===== config.mk =====
export PLATFORM = sky130hd
export DESIGN_NAME = counter_rr_sched
export DESIGN_NICKNAME = d
export VERILOG_FILES = /design/src/rtl/counter_rr_sched.sv
export SDC_FILE = /design/constraint.sdc
export NUM_CORES = 1
export LEC_CHECK = 0
export ABC_AREA = 1
export CORE_MARGIN = 5
export CORE_UTILIZATION = 40
export DETAILED_ROUTE_END_ITERATION = 10
export PLACE_DENSITY = 0.8
export SLEW_MARGIN = 0
export SYNTH_ARGS = -nofsm -noshare
export SYNTH_HDL_FRONTEND = slang
export SYNTH_SLANG_ARGS = --single-unit

===== constraint.sdc =====
create_clock -name clk -period 1.7 [get_ports clk]
set_clock_uncertainty 0.15 [all_clocks]
set_input_delay 0.17 -clock clk [delete_from_list [all_inputs] [get_ports clk]]
set_output_delay 0.17 -clock clk [all_outputs]
set_load 0.005 [all_outputs]

===== src/rtl/counter_rr_sched.sv =====
// Round-robin arbiter that shares one down-counter between two requesters.
// Optional macro CNT_PAUSE_EN adds a pause input that freezes the RUN phase.
module counter_rr_sched #(
    parameter int WIDTH = 8
) (
    input  logic             clk,
    input  logic             rst_n,
    input  logic             req0,
    input  logic             req1,
`ifdef CNT_PAUSE_EN
    input  logic             pause,
`endif
    input  logic [WIDTH-1:0] val0,
    input  logic [WIDTH-1:0] val1,
    output logic             gnt0,
    output logic             gnt1,
    output logic             done0,
    output logic             done1,
    output logic             busy,
    output logic [WIDTH-1:0] cnt
);

    typedef enum logic [1:0] {
        IDLE = 2'd0,
        RUN  = 2'd1,
        DONE = 2'd2
    } state_t;

    localparam logic [WIDTH-1:0] ONE = {{(WIDTH-1){1'b0}}, 1'b1};

    state_t           state, state_nxt;
    logic [WIDTH-1:0] cnt_nxt;
    logic             gnt0_nxt, gnt1_nxt;
    logic             done0_nxt, done1_nxt;
    logic             last, last_nxt;
    logic             pick0;
    logic             hold;

`ifdef CNT_PAUSE_EN
    assign hold = pause;
`else
    assign hold = 1'b0;
`endif

    always_ff @(posedge clk) begin
        if (!rst_n) begin
            state <= IDLE;
            cnt   <= '0;
            gnt0  <= 1'b0;
            gnt1  <= 1'b0;
            done0 <= 1'b0;
            done1 <= 1'b0;
            last  <= 1'b1;
        end else begin
            state <= state_nxt;
            cnt   <= cnt_nxt;
            gnt0  <= gnt0_nxt;
            gnt1  <= gnt1_nxt;
            done0 <= done0_nxt;
            done1 <= done1_nxt;
            last  <= last_nxt;
        end
    end

    always_comb begin
        state_nxt = state;
        cnt_nxt   = cnt;
        gnt0_nxt  = gnt0;
        gnt1_nxt  = gnt1;
        done0_nxt = 1'b0;
        done1_nxt = 1'b0;
        last_nxt  = last;
        // On a tie, requester 0 wins only when requester 1 was served last.
        pick0     = req0 && (!req1 || last);
        case (state)
            IDLE: begin
                if (req0 || req1) begin
                    cnt_nxt   = pick0 ? val0 : val1;
                    gnt0_nxt  = pick0;
                    gnt1_nxt  = !pick0;
                    state_nxt = RUN;
                end
            end
            RUN: begin
                if (!hold) begin
                    if (cnt != '0) begin
                        cnt_nxt = cnt - ONE;
                    end else begin
                        state_nxt = DONE;
                        gnt0_nxt  = 1'b0;
                        gnt1_nxt  = 1'b0;
                        done0_nxt = gnt0;
                        done1_nxt = gnt1;
                        last_nxt  = gnt1;
                    end
                end
            end
            DONE: begin
                state_nxt = IDLE;
            end
            default: begin
                state_nxt = IDLE;
            end
        endcase
    end

    assign busy = (state != IDLE);

endmodule

# == Word level (Yosys, flattened, before mapping) ==
# Cells that the tools add are included.
# W data, S select, Z words.
# totals
reg_bits,15
elab_cells,41
input_bits,20
out_inout_bits,13
# op_classes
n_mux,12
n_eq_ne,4
add_sub_neg,1
bitwise,3
reduce_logical,14
# op_table
op,n
$mux W8,3
$pmux W8 S2,1
$reduce_bool A8 Y1,1
$sub A8 B1 Y8 const B,1
$ne A2 B2 Y1 const B,3
$reduce_and A3 Y1,2
$mux W2,2
$pmux W1 S2,2
$pmux W2 S2,1
$reduce_and A2 Y1,2
$reduce_bool A2 Y1,2
$mux W1,3
$not A1 Y1,3
$reduce_or A3 Y1,1
$eq A2 B1 Y1 const B,1
$logic_not A1 Y1,2
$logic_not A2 Y1,1
$logic_or A1 B1 Y1,2
$logic_and A1 B1 Y1,1

# == Logic depth before layout (Yosys ltp) ==
# Gate-level depths: netlist of run 1.
# logic_depth
ltp_word,6
depth_mapped,9
depth_no_buf,9

# == Least setup slack after synthesis of run 1 ==
# Ideal clock, no wire load.
# synth_path
path_kind,register to register
startpoint,register cnt[0]
endpoint,register cnt[0]
arrival_ns,1.215
setup_ns,0.116
period_less_slack_ns,1.481
path_slack_ns,0.219
t_required_ns,1.434
path_stages_with_launch,8
path_buffers,0
path_cell_list,dfxtp_1 > inv_1 > ha_1 > nand2_1 > o21ai_4 > nand2_4 > o21ai_0 > nor2_1
# synth_via
elab_chain_cells,3
word_cells_on_any_way,6
cone_classes,add/sub: 1; eq/ne: 1; mux: 2; reduce/logical: 2
# synth_lines
element,line,source
from (decl),20,output logic [WIDTH-1:0] cnt
from (signal assigned),56,cnt <= cnt_nxt;
$sub A8 B1 Y8 or $reduce_bool A8 Y1 (tied branches),"87, 86",
$mux W8 or $ne A2 B2 Y1 (tied branches),--,
$pmux W8 S2 or $reduce_and A3 Y1 (tied branches),--,
# Several ways; a longest one is shown, not always the timed one. The select of a mux whose other input is x is not followed.
# A chain may end at the register's enable or synchronous reset.

# == Worst setup path after layout of run 1 ==
# layout_path
startpoint,register cnt[5]
endpoint,output cnt[5]
# No word-level cell between the ends.

==> results of run 1 <==
## worst paths after layout
check                                      endpoint  cells after the start
worst max-delay path                         cnt[5]                      1
worst min-delay path              last$_SDFFE_PN1P_                      2
worst max register to register  cnt[4]$_SDFFE_PN0P_                      8
worst min register to register     done1$_SDFF_PP0_                      2
## power by group through the flow
stage	clock network (mW)	logic (mW)	registers, mW
after global routing	0.250	0.850	0.502
final	0.223	0.757	0.490
after detailed placement	0	0.760	0.497
after floorplan	0	0.469	0.487
after CTS	0.229	0.763	0.489
after global placement	0	0.735	0.494
## layout by cell type (no fill, tap or decap), drive strengths merged
cell type	count
nand2	47
nor2	32
clkdlybuf4s50	31
nand3	21
dfxtp	15
inv	14
buf	6
a21oi	5
o21ai	5
clkbuf	3
nand4	2
ha	2
o211ai	2
nor3b	1
nor3	1
nand3b	1
clkinv	1
or2	1
clkinvlp	1
dlymetal6s2s	1
## timing repair
action                     CTS  global route
gates resized for setup      1             3
pin swaps                    0             1
cloned                       0             0
setup endpoints to repair    1             3
## layout make-up
cell class / count / area share, %
Multi-Input combinational cell: 120 / 43.0
Timing Repair Buffer: 38 / 26.2
Sequential cell: 15 / 21.8
Inverter: 15 / 4.37
Tap cell: 28 / 2.50
Clock buffer: 3 / 1.61
Clock inverter: 1 / 0.535
## cells by family after synthesis
kind of cell,after synthesis,synth area share (%)
compound gates,12,8.40
simple gates,106,51.3
flops,15,31.0
fa+ha+maj,2,2.58
buf+inv,16,6.72
## per-layer routing
layer	part of all wire (%)	vias up	track usage (%)
met5	0	-	0
met4	0	0	3.24
met3	7.3	0	5.01
met2	51	37	30.4
met1	41	508	19.0
li1	-	569	-
## registers in the layout, indices dropped and copies added (netlist names)
register / flops
done0: 1
done1: 1
cnt: 8
gnt0: 1
gnt1: 1
last: 1
state: 2
==> results.sh, run 1 <==
export IMPL_critical_path_buf_inv_count=1
export IMPL_drive_gt1_share_pct=13.5
export IMPL_critPathKind="flop to primary output"
export IMPL_p_total_mw=1.47
export IMPL_critical_path_arrival_ns=1.30
export IMPL_post_cts_buffers=0
export IMPL_grt_max_degree=11
export IMPL_drt_initial_drc_count=35
export IMPL_crit_family="buffers and inverters"
export IMPL_io_pin_count=33
export IMPL_area_delta_synth_final_pct=44.8
export IMPL_grt_pass1_wl_um=4620
export IMPL_grt_overflow_total=0
export IMPL_outcome="finished, final reports clean"
export IMPL_totalWireLength_um=2680
export IMPL_nNetsFinal=215
export IMPL_clock_path_buffers=2
export IMPL_portBuffers=32
export IMPL_diodes=0
export IMPL_postRouteAntennaNets=0
export IMPL_yosysTopAreaCell="dfxtp_1"
export IMPL_seqCellArea_sq_um=305
export IMPL_nFillCells=223
export IMPL_drcViolationCount=0
export IMPL_holdBufCountCts=0
export IMPL_vias=1114
export IMPL_synthArstFlopShare_pct=0
export IMPL_cts_sinks=15
export IMPL_pre_cts_ws_ns=-0.0390
export IMPL_tritoncts="done"
export IMPL_fp_dieArea_sq_mm=0.00351
export IMPL_synth_common_cells="44 x nand2_1, 26 x nor2_1, 21 x nand3_1"
export IMPL_yosysTopAreaCellShare_pct=31.0
export IMPL_fmax_mhz=618
export IMPL_crit_path_max_incr_delay_ns=0.55
export IMPL_cts_htree_levels=1
export IMPL_synth_seq_cells=15
export IMPL_slew_headroom_pct=78.9
export IMPL_whs_ns=0.310
export IMPL_first_pass_iters=4
export IMPL_placed_cells=216
export IMPL_synth_cells=151
export IMPL_fp_coreArea_sq_mm=0.00225
export IMPL_numCtsBuffers=3
export IMPL_die_w_um=59.2
export IMPL_start_kind="flop"
export IMPL_switching_share_pct=42.4
export IMPL_synth_edf_count=0
export IMPL_grt_setup_unrepaired="no"
export IMPL_initial_core_util_pct=43.0
export IMPL_row_count=17
export IMPL_syn_area_sq_um=968
export IMPL_hold_violations=0
export IMPL_multiInputGateArea_sq_um=603
export IMPL_maxSlewViolCount=0
export IMPL_synthTopCellsByArea="dfxtp_1 31%, nand2_1 17%, nand3_1 11%"
export IMPL_wl_per_cell_um=12.2
export IMPL_maxCapViolations=0
export IMPL_ff2ff_setup_slack_ns=0.16
export IMPL_required_ns=1.38
export IMPL_critPathLaunch="cnt[5]$_SDFFE_PN0P_"
export IMPL_drt_vias_per_instance=5.06
export IMPL_post_route_period_util_pct=95.2
export IMPL_switchingPower_mw=0.623
export IMPL_p_per_area_mw_per_mm2=1050
export IMPL_ys_flop_type="dfxtp_1"
export IMPL_grt_total_usage_pct=16.7
export IMPL_crit_chain="clkdlybuf4s50_1"
export IMPL_timing_final_ws_setup_ns=0.0808
export IMPL_r2r_start="cnt[1]$_SDFFE_PN0P_"
export IMPL_cpMaxStageDelayCell="clkdlybuf4s50_1"
export IMPL_ys_seq_area_share_pct=31.0
export IMPL_power_share_combinational_pct=51.5
export IMPL_p_int_mw=0.847
export IMPL_cp_end_kind="primary output"
export IMPL_hp_start="rst_n"
export IMPL_seq_power_share_pct=33.3
export IMPL_worst_pin_slew_ns=0.315
export IMPL_final_cells=220
export IMPL_final_util_pct=62.2
export IMPL_root_buffer="clkbuf_4"
export IMPL_dp_hpwl_um=2200
export IMPL_leakage_nw=0.641
export IMPL_antenna_found_initial=0
export IMPL_placed_area_sq_mm=0.00137
export IMPL_grt_pass1_vias=1104
export IMPL_clock_latency_ns=0.30
export IMPL_finalSetupViolCount=0
export IMPL_fin_area_sq_mm=0.00140
export IMPL_finalSetupTns_ns=0
export IMPL_gp_congestion=0.833
export IMPL_period_needed_ns=1.62
export IMPL_clk_transition_reported_paths_ns=0.10
export IMPL_hold_path_class="input pin to flop"
export IMPL_yosys_cell_types_count=24
export IMPL_die_h_um=59.2
export IMPL_peakVddDrop_v=0.000856
export IMPL_clkPwrFrac_pct=15.2
export IMPL_post_synth_top_count_cell="nand2_1"
export IMPL_syn_nets=173
export IMPL_avgSynthCellArea_sq_um=6.41
export IMPL_yosysWarningCount=0
export IMPL_worstPathMaxFanout=5
Power figures use the tool's default switching activity.
==> run 2: changes to the inputs <==
- SETUP_SLACK_MARGIN: default -> 0.15
==> run 2 against run 1 <==
Against the previous run: critical path type is now flop to flop; register-to-register slack better by 0.02 ns; largest power group unchanged; sequential cell count unchanged; worst hold slack better by 0.0035 ns; clock power about the same; power up 6.0%.
==> results.sh, run 2 (synthesis results as in run 1) <==
export IMPL_critical_path_arrival_ns=1.56
export IMPL_hold_path_class="input pin to flop"
export IMPL_cts_htree_levels=1
export IMPL_worst_pin_slew_ns=0.331
export IMPL_drive_gt1_share_pct=23.6
export IMPL_fp_coreArea_sq_mm=0.00225
export IMPL_critPathLaunch="cnt[2]$_SDFFE_PN0P_"
export IMPL_layout_common_cells="42 x nand2_1, 28 x clkdlybuf4s50_1, 26 x nor2_1"
export IMPL_vias=1158
export IMPL_drt_vias_per_instance=5.10
export IMPL_clock_path_buffers=2
export IMPL_root_buffer="clkbuf_4"
export IMPL_totalWireLength_um=2840
export IMPL_seq_power_share_pct=32.6
export IMPL_r2r_end="cnt[1]$_SDFFE_PN0P_"
export IMPL_crit_family="simple AND/OR/NAND/NOR gates"
export IMPL_multiInputGateArea_sq_um=619
export IMPL_required_ns=1.75
export IMPL_postRouteAntennaNets=0
export IMPL_area_delta_synth_final_pct=55.3
export IMPL_hp_start="rst_n"
export IMPL_p_total_mw=1.56
export IMPL_drt_initial_drc_count=41
export IMPL_cp_common_cell="nand2_4"
export IMPL_cpMaxStageDelayCell="dfxtp_4"
export IMPL_crit_chain="nor2_4 -> nand2_4 -> o21ai_4 -> nand2_4 -> o21ai_0 -> nor2_1"
export IMPL_holdBufCountCts=0
export IMPL_clock_latency_ns=0.29
export IMPL_critPathKind="flop to flop"
export IMPL_p_int_mw=0.910
export IMPL_dp_hpwl_um=2200
export IMPL_clk_transition_reported_paths_ns=0.10
export IMPL_gp_congestion=0.833
export IMPL_largest_register_ffs=8
export IMPL_period_needed_ns=1.52
export IMPL_start_kind="flop"
export IMPL_nNetsFinal=222
export IMPL_reg_largest_list="cnt x8, state x2"
export IMPL_power_share_combinational_pct=53.3
export IMPL_cp_end_kind="flop"
export IMPL_worstPathMaxFanout=7
export IMPL_grt_pass1_wl_um=4700
export IMPL_grt_pass1_vias=1116
export IMPL_maxCapViolations=0
export IMPL_hold_violations=0
export IMPL_cts_sinks=15
export IMPL_crit_cells=6
export IMPL_io_pin_count=33
export IMPL_wl_per_cell_um=12.5
export IMPL_post_route_period_util_pct=89.3
export IMPL_clkPwrFrac_pct=14.1
export IMPL_portBuffers=32
export IMPL_crit_path_max_incr_delay_ns=0.38
export IMPL_die_w_um=59.2
export IMPL_ff2ff_path_depth=6
export IMPL_mostFrequentLayoutCell="nand2_1"
export IMPL_antenna_found_initial=0
export IMPL_slew_headroom_pct=77.8
export IMPL_peakVddDrop_v=0.000859
export IMPL_diodes=0
export IMPL_die_h_um=59.2
export IMPL_switchingPower_mw=0.648
export IMPL_r2r_start="cnt[2]$_SDFFE_PN0P_"
export IMPL_fp_dieArea_sq_mm=0.00351
export IMPL_numCtsBuffers=3
export IMPL_critical_path_buf_inv_count=0
export IMPL_grt_total_usage_pct=17.0
export IMPL_regMostFlops="cnt"
export IMPL_grt_overflow_total=0
export IMPL_first_pass_iters=4
export IMPL_fmax_mhz=659
export IMPL_p_per_area_mw_per_mm2=1040
export IMPL_maxSlewViolCount=0
export IMPL_seqCellArea_sq_um=330
export IMPL_ff2ff_setup_slack_ns=0.18
export IMPL_grt_setup_unrepaired="yes"
export IMPL_finalSetupTns_ns=0
export IMPL_outcome="finished, final reports clean"
export IMPL_initial_core_util_pct=43.0
export IMPL_nFillCells=198
export IMPL_tritoncts="done"
export IMPL_finalSetupViolCount=0
export IMPL_row_count=17
export IMPL_drcViolationCount=0
export IMPL_switching_share_pct=41.6
export IMPL_grt_max_degree=11
export IMPL_leakage_nw=0.724
export IMPL_crit_end="cnt[1]$_SDFFE_PN0P_"
## run 2: cell types whose count changed in the layout (fill, tap and decap cells not counted), moves of 2 or more
cell / previous run / this run
clkdlybuf4s50_1: 31 / 28
nand2_2: 1 / 3
dfxtp_2: 1 / 3
dfxtp_1: 13 / 5
nand2_1: 44 / 42
inv_1: 12 / 10
dfxtp_4: 1 / 7
inv_2: 2 / 4
buf_4: 6 / 13
dlymetal6s2s_1: 1 / 4
## run 2: power by group through the flow
| stage | clock network, mW | registers [mW] | logic, mW |
|---|---|---|---|
| 6_report | 0.220 | 0.507 | 0.830 |
| 5_1_grt | 0.249 | 0.519 | 0.922 |
| 3_3_place_gp | 0 | 0.494 | 0.735 |
| 3_5_place_dp | 0 | 0.497 | 0.760 |
| 4_1_cts | 0.229 | 0.498 | 0.769 |
| 2_1_floorplan | 0 | 0.487 | 0.469 |
## run 2: how the worst min path moves through the flow
stage / end / slack, ns / depth (start not counted)
after floorplan: cnt[3]$_SDFFE_PN0P_ / 0.25 / 4
after global routing: last$_SDFFE_PN1P_ / 0.30 / 2
after global placement: last$_SDFFE_PN1P_ / 0.32 / 2
after CTS: last$_SDFFE_PN1P_ / 0.31 / 2
after detailed placement: done1$_SDFF_PP0_ / 0.33 / 2
final: last$_SDFFE_PN1P_ / 0.31 / 2
## run 2: per-stage QoR
step                hold slack, ns  instance area [sq um]  util, %  setup slack [ns]  cells
detailed placement           0.330                   1370     60.5           -0.0390    216
floorplan                    0.249                    968        -             0.219    151
CTS                          0.313                   1420     62.9            0.0997    221
global placement             0.318                   1370     60.5          -0.00463    216
finish                       0.314                   1500     66.7             0.181    227
global route                 0.300                   1500     66.7            0.0925    227
## run 2: worst register-to-register path, cell delays in order (launching register included)
cell     delay, ns
dfxtp_4       0.38
nor2_4        0.18
nand2_4       0.08
o21ai_4       0.24
nand2_4       0.13
o21ai_0       0.19
nor2_1        0.06
## run 2: what timing repair did
item	CTS	global route
endpoints found under the setup margin	9	21
resized for setup	11	18
setup buffers	1	6
pin swaps	0	2
cloned	0	0
## run 2: final cells by class
| type | instances | area share (%) |
|---|---|---|
| sequential | 15 | 22.0 |
| clock inverter | 1 | 0.499 |
| timing repair buffer | 45 | 28.5 |
| multi-input combinational | 120 | 41.2 |
| inverter | 15 | 4.08 |
| tap | 28 | 2.33 |
| clock buffer | 3 | 1.50 |
## run 2: per-layer routing
layer	up-vias	GRT usage [%]	wire, um
met3	7	5.01	217
li1	584	-	-
met5	-	0	0
met4	0	3.24	40
met1	516	19.1	1130
met2	51	31.4	1460
==> run 3: changes to the inputs <==
- CORE_UTILIZATION: 40 -> 44
- PLACE_DENSITY: 0.8 -> 0.86
- clock period: 1.7 -> 1.6 ns (I/O delays scaled with it)
==> run 3 against run 2 <==
Against the previous run: first-iteration DRC count is 17% lower; worst setup slack worse by 0.058 ns; clock power is 4% higher; sequential share of layout area is 1.7 points lower; final area is 9.2% higher; worst hold slack hardly changed; sequential cell count stayed put; combinational power is 29% higher; register-to-register slack worse by 0.06 ns; count of clock-buffer cells in the layout is 1 higher.
==> results.sh, run 3 (synthesis results as in run 1) <==
export IMPL_final_util_pct=76.4
export IMPL_layout_common_cells="42 x nand2_1, 19 x nand3_1, 19 x nor2_1, 19 x clkdlybuf4s50_1, 18 x buf_4"
export IMPL_clk_transition_reported_paths_ns=0.10
export IMPL_cp_end_kind="flop"
export IMPL_dp_hpwl_um=2040
export IMPL_crit_chain="buf_6 -> nor2_8 -> a21oi_1 -> buf_4 -> nand2_2 -> nand3_2 -> nor2_2 -> nor2_2"
export IMPL_tritoncts="done"
export IMPL_cts_sinks=15
export IMPL_power_share_combinational_pct=58.2
export IMPL_drive_gt1_share_pct=32.9
export IMPL_grt_total_usage_pct=17.3
export IMPL_row_count=17
export IMPL_hold_path_class="input pin to flop"
export IMPL_drt_initial_drc_count=34
export IMPL_gp_congestion=0.869
export IMPL_placed_cells=216
export IMPL_finalSetupViolCount=0
export IMPL_period_needed_ns=1.48
export IMPL_grt_setup_unrepaired="yes"
export IMPL_nNetsFinal=230
export IMPL_r2r_end="cnt[3]$_SDFFE_PN0P_"
export IMPL_critical_path_arrival_ns=1.52
export IMPL_leakage_nw=0.834
export IMPL_hp_start="rst_n"
export IMPL_p_per_area_mw_per_mm2=1120
export IMPL_nFillCells=142
export IMPL_numCtsBuffers=3
export IMPL_peakVddDrop_v=0.000810
export IMPL_timing_final_ws_setup_ns=0.123
export IMPL_switchingPower_mw=0.785
export IMPL_fp_dieArea_sq_mm=0.00324
export IMPL_worst_pin_slew_ns=0.307
export IMPL_first_pass_iters=4
export IMPL_grt_pass1_wl_um=4510
export IMPL_fmax_mhz=677
export IMPL_required_ns=1.65
export IMPL_hold_depth=2
export IMPL_p_total_mw=1.83
export IMPL_drcViolationCount=0
export IMPL_diodes=0
export IMPL_start_kind="flop"
export IMPL_clock_path_buffers=2
export IMPL_reg_largest_list="cnt x8, state x2"
export IMPL_grt_overflow_total=0
export IMPL_clkPwrFrac_pct=12.5
export IMPL_grt_pass1_vias=1140
export IMPL_die_w_um=56.9
export IMPL_final_cells=235
export IMPL_fp_coreArea_sq_mm=0.00215
export IMPL_seq_power_share_pct=29.3
export IMPL_post_route_period_util_pct=92.3
export IMPL_cpMaxStageDelayCell="dfxtp_4"
export IMPL_grt_max_degree=11
export IMPL_critical_path_buf_inv_count=2
export IMPL_portBuffers=32
export IMPL_clock_latency_ns=0.29
export IMPL_finalSetupTns_ns=0
export IMPL_hold_violations=0
export IMPL_vias=1250
export IMPL_placed_area_sq_mm=0.00137
export IMPL_maxSlewViolCount=0
export IMPL_outcome="finished, final reports clean"
export IMPL_antenna_found_initial=0
export IMPL_crit_path_max_incr_delay_ns=0.36
export IMPL_cp_common_cell="nor2_2"
export IMPL_crit_family="simple AND/OR/NAND/NOR gates"
export IMPL_fin_area_sq_mm=0.00164
export IMPL_whs_ns=0.314
export IMPL_ff2ff_setup_slack_ns=0.12
export IMPL_initial_core_util_pct=45.1
export IMPL_die_h_um=56.9
export IMPL_regMostFlops="cnt"
export IMPL_drt_vias_per_instance=5.32
export IMPL_r2r_start="state[1]$_SDFFE_PN0P_"
export IMPL_wl_per_cell_um=14.6
export IMPL_ff2ff_path_depth=8
export IMPL_slew_headroom_pct=79.5
export IMPL_largest_register_ffs=8
export IMPL_totalWireLength_um=3420
export IMPL_p_int_mw=1.05
export IMPL_pre_cts_ws_ns=-0.0273
export IMPL_critPathKind="flop to flop"
export IMPL_min_to="last$_SDFFE_PN1P_"
export IMPL_postRouteAntennaNets=0
export IMPL_root_buffer="clkbuf_4"
export IMPL_io_pin_count=33
export IMPL_switching_share_pct=42.8
export IMPL_cts_htree_levels=1
export IMPL_area_delta_synth_final_pct=69.5
export IMPL_maxCapViolations=0
export IMPL_worstPathMaxFanout=5
export IMPL_mostFrequentLayoutCell="nand2_1"
export IMPL_holdBufCountCts=0
[run 3: power by group through the flow]
stage | combinational, mW | clock, mW | sequential [mW]
after floorplan | 0.499 | 0 | 0.518
after global placement | 0.765 | 0 | 0.525
after detailed placement | 0.778 | 0 | 0.530
after CTS | 0.843 | 0.222 | 0.530
after global routing | 1.16 | 0.249 | 0.546
final | 1.07 | 0.229 | 0.538
[run 3: metal layers]
layer | routed length (um) | share of wire, % | track usage [%] | vias to the layer above
li1 | - | - | - | 599
met1 | 1340 | 39 | 18.4 | 583
met2 | 1750 | 51 | 31.8 | 50
met3 | 219 | 6.4 | 4.37 | 18
met4 | 106 | 3.1 | 7.62 | 0
met5 | 0 | 0 | 0 | -
[run 3: how the worst max path moves through the flow]
stage                                      to  slack (ns)             startpoint  cells past startpoint
after floorplan           cnt[0]$_SDFFE_PN0P_        0.20    cnt[0]$_SDFFE_PN0P_                      7
after global placement    cnt[1]$_SDFFE_PN0P_        0.05                   req0                      7
after detailed placement  cnt[0]$_SDFFE_PN0P_       -0.03                   req1                      8
after CTS                                gnt1        0.15      gnt1$_SDFFE_PN0P_                      1
after global routing      cnt[3]$_SDFFE_PN0P_        0.08  state[1]$_SDFFE_PN0P_                      8
final                     cnt[3]$_SDFFE_PN0P_        0.12  state[1]$_SDFFE_PN0P_                      8
[run 3: final cells by class]
cell class                 count  area [sq um]  area share, %
multi-input combinational    121           693           42.2
sequential                    15           333           20.3
inverter                      15          68.8           4.19
clock buffer                   4          26.3           1.60
timing repair buffer          52           485           29.6
tap                           28          35.0           2.13
[run 3: repair_timing]
item,in CTS,in global routing
cloned,0,1
setup buffers,7,7
pin swaps,2,10
gates resized for setup,32,30
endpoints found under the setup margin,22,18
